$ cat config.mk
export PLATFORM = sky130hd
export DESIGN_NAME = multiplexor_n_a_1
export DESIGN_NICKNAME = d
export VERILOG_FILES = /design/src/rtl/multiplexor_n_a_1.sv
export SDC_FILE = /design/constraint.sdc
export NUM_CORES = 1
export LEC_CHECK = 0
export CORE_UTILIZATION = 43
export CTS_CLUSTER_DIAMETER = 150
export CTS_CLUSTER_SIZE = 25
export DETAILED_ROUTE_END_ITERATION = 8
export HOLD_SLACK_MARGIN = 0.03
export PLACE_DENSITY = 0.84
export SYNTH_ARGS = -nofsm -noshare
export SYNTH_HDL_FRONTEND = slang
export SYNTH_SLANG_ARGS = --single-unit
export TNS_END_PERCENT = 50
$ cat constraint.sdc
create_clock -name Reloj -period 2.24 [get_ports Reloj]
set_input_delay 0.672 -clock Reloj [delete_from_list [all_inputs] [get_ports Reloj]]
set_output_delay 0.672 -clock Reloj [all_outputs]
set_load 0.1 [all_outputs]
$ cat src/rtl/multiplexor_n_a_1.sv
// Registered N-to-1 multiplexer. It has a manual channel select and an automatic
// scan mode that dwells PERIODO enabled cycles on each channel.
module multiplexor_n_a_1 #(
    parameter int ANCHO   = 8,
    parameter int CANALES = 4,
    parameter int PERIODO = 4,
    parameter int SEL_W   = $clog2(CANALES)
) (
    input  logic                       Reloj,
    input  logic                       Reset,
    input  logic [CANALES*ANCHO-1:0]   Entradas,
    input  logic [SEL_W-1:0]           Selector,
    input  logic                       Modo,
    input  logic                       Habilitar,
    output logic [ANCHO-1:0]           Salida,
    output logic [SEL_W-1:0]           Canal,
    output logic                       Valida,
    output logic                       Error
);

    localparam int PER_W = $clog2(PERIODO + 1);

    typedef enum logic {
        MANUAL  = 1'b0,
        BARRIDO = 1'b1
    } modo_e;

    modo_e              modo;
    logic [ANCHO-1:0]   salida_d, salida_q;
    logic [SEL_W-1:0]   canal_d, canal_q;
    logic               valida_d, valida_q;
    logic               error_d, error_q;
    logic [SEL_W-1:0]   idx_d, idx_q;
    logic [PER_W-1:0]   per_d, per_q;

    // Linear decode so a non-power-of-two CANALES never indexes past the bus.
    function automatic logic [ANCHO-1:0] canal_dato(
        input logic [CANALES*ANCHO-1:0] ent,
        input logic [SEL_W-1:0]         idx
    );
        logic [ANCHO-1:0] r;
        r = '0;
        for (int i = 0; i < CANALES; i++) begin
            if (int'(idx) == i) r = ent[i*ANCHO +: ANCHO];
        end
        return r;
    endfunction

    assign modo = modo_e'(Modo);

    always_comb begin
        salida_d = salida_q;
        canal_d  = canal_q;
        error_d  = error_q;
        valida_d = 1'b0;
        idx_d    = idx_q;
        per_d    = per_q;
        case (modo)
            MANUAL: begin
                // Counters are cleared while manual, enabled or not, so a scan always starts fresh.
                idx_d = '0;
                per_d = '0;
                if (Habilitar) begin
                    valida_d = 1'b1;
                    canal_d  = Selector;
                    if (int'(Selector) < CANALES) begin
                        salida_d = canal_dato(Entradas, Selector);
                        error_d  = 1'b0;
                    end else begin
                        salida_d = '0;
                        error_d  = 1'b1;
                    end
                end
            end
            BARRIDO: begin
                if (Habilitar) begin
                    valida_d = 1'b1;
                    salida_d = canal_dato(Entradas, idx_q);
                    canal_d  = idx_q;
                    error_d  = 1'b0;
                    if (int'(per_q) == PERIODO - 1) begin
                        per_d = '0;
                        idx_d = (int'(idx_q) == CANALES - 1) ? '0 : idx_q + 1'b1;
                    end else begin
                        per_d = per_q + 1'b1;
                    end
                end
            end
            default: ;
        endcase
    end

    always_ff @(posedge Reloj) begin
        if (Reset) begin
            salida_q <= '0;
            canal_q  <= '0;
            valida_q <= 1'b0;
            error_q  <= 1'b0;
            idx_q    <= '0;
            per_q    <= '0;
        end else begin
            salida_q <= salida_d;
            canal_q  <= canal_d;
            valida_q <= valida_d;
            error_q  <= error_d;
            idx_q    <= idx_d;
            per_q    <= per_d;
        end
    end

    assign Salida = salida_q;
    assign Canal  = canal_q;
    assign Valida = valida_q;
    assign Error  = error_q;

endmodule

[Yosys cells after proc, flatten, opt, wreduce, memory -nomap -nowiden]
Cells that the tools add are included.
Storage, ports and cells
  bits in registers: 17
  bits of input ports: 38
  output and inout bits: 12
  word-level logic and storage cells: 46
Cells by class
  add/sub/neg operators: 2
  equal/unequal tests: 10
  muxes and demuxes: 23
  bitwise logic cells: 1
  reductions and logical operators: 4
Operators with widths (count)
  $mux W8: 10
  $pmux W8 S2: 1
  $mux W2: 5
  $eq A2 B2 Y1 const B: 4
  $pmux W2 S2: 2
  $mux W3: 2
  $pmux W3 S2: 1
  $eq A2 B1 Y1 const B: 2
  $logic_not A2 Y1: 2
  $ne A2 B1 Y1 const B: 2
  $reduce_and A2 Y1: 2
  $add A3 B1 Y3 const B: 1
  $eq A3 B3 Y1 const B: 1
  $add A2 B1 Y2 const B: 1
  $mux W1: 2
  $ne A2 B2 Y1 const B: 1
  $not A1 Y1: 1

[Depth between registers and ports, before layout]
  depth in word-level cells: 7
  gate-level depth with buffers: 8
  mapped depth without buffers: 6

[Least setup slack after synthesis]
OpenSTA, ideal clock, no wires.
  path kind: reg2out
  from: register canal_q[0] (netlist: Canal[0])
  to: output port Canal[0]
  arrival: 0.925 ns
  path slack: 0.643 ns
  stages on the path, launching flop included: 1
  buffers on the path: 0
  cells stage by stage: dfxtp_1
RTL lines
  from (decl): line 30  | logic [SEL_W-1:0] canal_d, canal_q;
  from (signal assigned): line 103  | canal_q <= canal_d;
  to (decl): line 16  | output logic [SEL_W-1:0] Canal,
No word-level cell between the ends.

[Worst setup path in the final report]
  from: input port Selector[0]
  to: register salida_q[3] (netlist: Salida[3])
On the way
  cells in the longest elaborated chain, start to end: 7
  elaborated cells on any way between the ends: 10
  those cells by class: eq/ne: 3; mux: 6; reduce/logical: 1
Ends and longest elaborated chain
  from (decl): line 12  | input logic [SEL_W-1:0] Selector,
  $logic_not A2 Y1: line 44  | if (int'(idx) == i) r = ent[i*ANCHO +: ANCHO];
  $mux W8 (3 in series): line 44
  $mux W8 (*): line 44
  $mux W8 (*): line 63  | if (Habilitar) begin
  $pmux W8 S2 (*): line 58  | case (modo)
  to (signal assigned): line 102  | salida_q <= salida_d;
  to (decl): line 29  | logic [ANCHO-1:0] salida_d, salida_q;
Every way passes the cells marked *; elsewhere a longest branch is shown, timed or not. The select of a mux whose other input is x is not followed.
A chain may end at the register's enable or synchronous reset.

==> impl_metrics.py <==
metrics = {
    "run_status": {
        "status": "finished, final reports clean",
    },
    "drt": {
        "detail_route.wirelength_um": 3566,
        "wire_per_inst_um": 16.74,
        "dr_wl_met3_um": 398,
        "route.detailed.drc": 0,
        "wl_met1_um": 1376,
        "drt_pass1_iterations": 4,
        "drt_iter0_markers": 38,
        "vias_per_cell": 6.122,
        "highest_layer": "met4",
        "vias": 1304,
        "met2_length_um": 1701,
        "postRouteAntennaNets": 0,
    },
    "logic_synthesis": {
        "ys_seq_elements": 16,
        "synth_top_area_cell": "dfxtp_1",
        "synth_area_leaders": "dfxtp_1 26%, a221oi_1 12%, mux2i_1 9.1%, a211o_1 5.8%, o2bb2ai_1 5.8%",
        "synth_async_sr_flop_share_pct": 0,
        "yosysTopAreaCellShare_pct": 26.45,
        "synth-edff-count": 0,
        "ys_warn_count": 0,
        "seq_area_frac_synth_pct": 26.45,
        "postSynthAreaPerCell_um2": 8.713,
        "ys.flop_type": "dfxtp_1",
        "synth_cell_types": 27,
        "syn_area_um2": 1211,
        "syn_inst": 139,
        "syn_nets": 182,
    },
    "finish": {
        "final_cells": 213,
        "antennaDiodeCount": 0,
        "multiInputGateArea_um2": 769.5,
        "seqCellArea_um2": 320.3,
        "fill_cells": 219,
        "areaGrowthSynthToFinish_pct": 40.08,
        "layout-drive-gt1-share_pct": 14.21,
        "fin_nets": 228,
    },
    "power": {
        "finalPower_mw": 0.7950,
        "vdd_drop_max_uv": 341.6,
        "power_density_nw_per_um2": 468.6,
        "p_leak_nw": 0.7147,
        "internal_power_mw": 0.4900,
        "pwr-share-comb_pct": 40.5,
        "switching_power_mw": 0.3050,
        "sequentialPowerShare_pct": 38.8,
        "clock_power_share_pct": 20.7,
        "swShare_pct": 38.36,
    },
    "die": {
        "die-area_um2": 3033,
        "initial_core_util_pct": 47.17,
        "die_h_um": 55.07,
        "rows": 18,
        "ios": 50,
        "die_w_um": 55.07,
        "core_um2": 2567,
    },
    "timing": {
        "fin_skew_ns": 0.002412,
        "max_freq_mhz": 478.9,
        "max_slew_margin_pct": 61.13,
        "rsz0062_at_grt": "false",
        "tightest_slew_ns": 0.5831,
        "tns_ns": 0,
        "fin_ws_ns": 0.1518,
        "fin_crit_ns": 2.088,
        "period_share_pct": 93.22,
        "finalHoldViolCount": 0,
        "setup_viol": 0,
        "slew_violations": 0,
    },
    "cts": {
        "clockBufferDepth": 2,
        "cts.repair.resized": 0,
        "cts_buffers": 3,
        "post_cts_buffers": 0,
        "cts-root-buf": "clkbuf_4",
        "postCtsHoldBufs": 0,
        "clk_latency_ns": 0.29,
        "cts_tree": "yes",
        "clk_pin_slew_worst_paths_ns": 0.10,
        "cts_sinks": 16,
        "htreeDepth": 1,
    },
    "grt": {
        "grt_start_max_net_pins": 17,
        "grtUsageTotal_pct": 26.12,
        "grt_pass1_vias": 1242,
        "overflow": 0,
        "antenna_found_initial": 0,
        "grt_first_pass_wirelength_um": 5589,
    },
    "setup_path": {
        "worstSetupPathType": "input pin to register",
        "worstPathRequired_ns": 2.41,
        "start_kind": "input pin",
        "setup.worst_path.end_class": "register",
        "cp_max_fo": 8,
        "worstPathArrival_ns": 2.26,
        "reg2reg_slack_ns": 0.29,
    },
    "placed_design": {
        "dp.cells": 210,
        "io_buffer_count": 48,
        "post-place-ws_ns": -0.04479,
        "place.gp.congestion": 0.7871,
        "dp_hpwl_um": 2653,
    },
    "worst_hold_path": {
        "min_path_type": "register to register",
    },
    "job": {
        "cap_viol_max_count": 0,
    },
}
==> routing by layer <==
layer	track usage [%]	vias to the layer above
li1	-	607
met1	29.53	603
met2	45.78	80
met3	6.284	14
met4	12.08	0
met5	0	-
==> placed cells by master, fill, tap and decap left out <==
cell / netlist / routed
a211o_1: 8 / 8
a211oi_1: 2 / 2
a21oi_1: 1 / 1
a221oi_1: 16 / 16
a311oi_1: 7 / 7
a311oi_2: 1 / 1
and2_1: 2 / 2
buf_4: 2 / 18
clkbuf_4: 0 / 3
clkdlybuf4s50_1: 0 / 37
conb_1: 1 / 1
dfxtp_1: 16 / 16
ha_1: 5 / 5
inv_1: 10 / 10
inv_2: 1 / 1
mux2_2: 1 / 1
mux2i_1: 11 / 11
nand2_1: 4 / 4
nand2b_1: 11 / 11
nand3_1: 1 / 1
nor2_1: 15 / 15
nor2b_4: 1 / 1
nor3b_4: 1 / 1
o2bb2ai_1: 8 / 8
or2_1: 1 / 1
xnor2_1: 1 / 1
==> worst paths after layout <==
check                                  to        start  depth (start not counted)
worst max-delay path            Salida[3]  Selector[0]                          5
worst min-delay path             per_q[2]     per_q[2]                          2
worst max register to register  Salida[3]     idx_q[1]                          6
worst min register to register   per_q[2]     per_q[2]                          2
==> registers in the layout, indices dropped and copies added (netlist names) <==
register	cells
Salida	8
per_q	3
Canal	2
idx_q	2
Valida	1
==> power groups by stage <==
stage / logic (mW) / registers [mW] / clock network, mW
after detailed placement: 0.320 / 0.315 / 0
after global placement: 0.316 / 0.314 / 0
after global routing: 0.340 / 0.310 / 0.181
after CTS: 0.321 / 0.308 / 0.168
after floorplan: 0.0978 / 0.416 / 0
final: 0.322 / 0.308 / 0.164
==> worst max-delay path, stage by stage <==
cell and delay, ns:
clkdlybuf4s50_1 0.45, buf_4 0.19, nor3b_4 0.43, a221oi_1 0.16, a311oi_1 0.36
==> cell families after synthesis <==
kind of cell / share of synthesized area (%)
fa+ha+maj: 5.165
xor+xnor: 0.7233
buf+inv: 10.02
mux: 10.02
flops: 26.45
simple gates: 16.22
other cells: 0.3096
compound gates: 31.09
==> final cells by class <==
type	instances	area share [%]
multi-input cells	98	45.35
clock buffers	3	1.327
repair buffers	55	29.79
well taps	30	2.212
flip-flops and latches	16	18.88
inverters	11	2.434
==> cell usage after synthesis (5+ instances only) <==
library cell,count
nand2b_1,11
clkbuf_1,6
nor2_1,15
a211o_1,8
a311oi_1,7
ha_1,5
o2bb2ai_1,8
inv_1,10
a221oi_1,16
mux2i_1,11
dfxtp_1,16
==> metrics by stage <==
stage,cell area (um2),hold slack (ns),utilization (%)
after floorplan,1211,0.4046,-
after global placement,1674,0.4142,65.20
after detailed placement,1674,0.4366,65.20
after CTS,1697,0.4513,66.08
after global routing,1697,0.4678,66.08
final,1697,0.4498,66.08
Note: power is estimated with default switching activity, not from simulation.
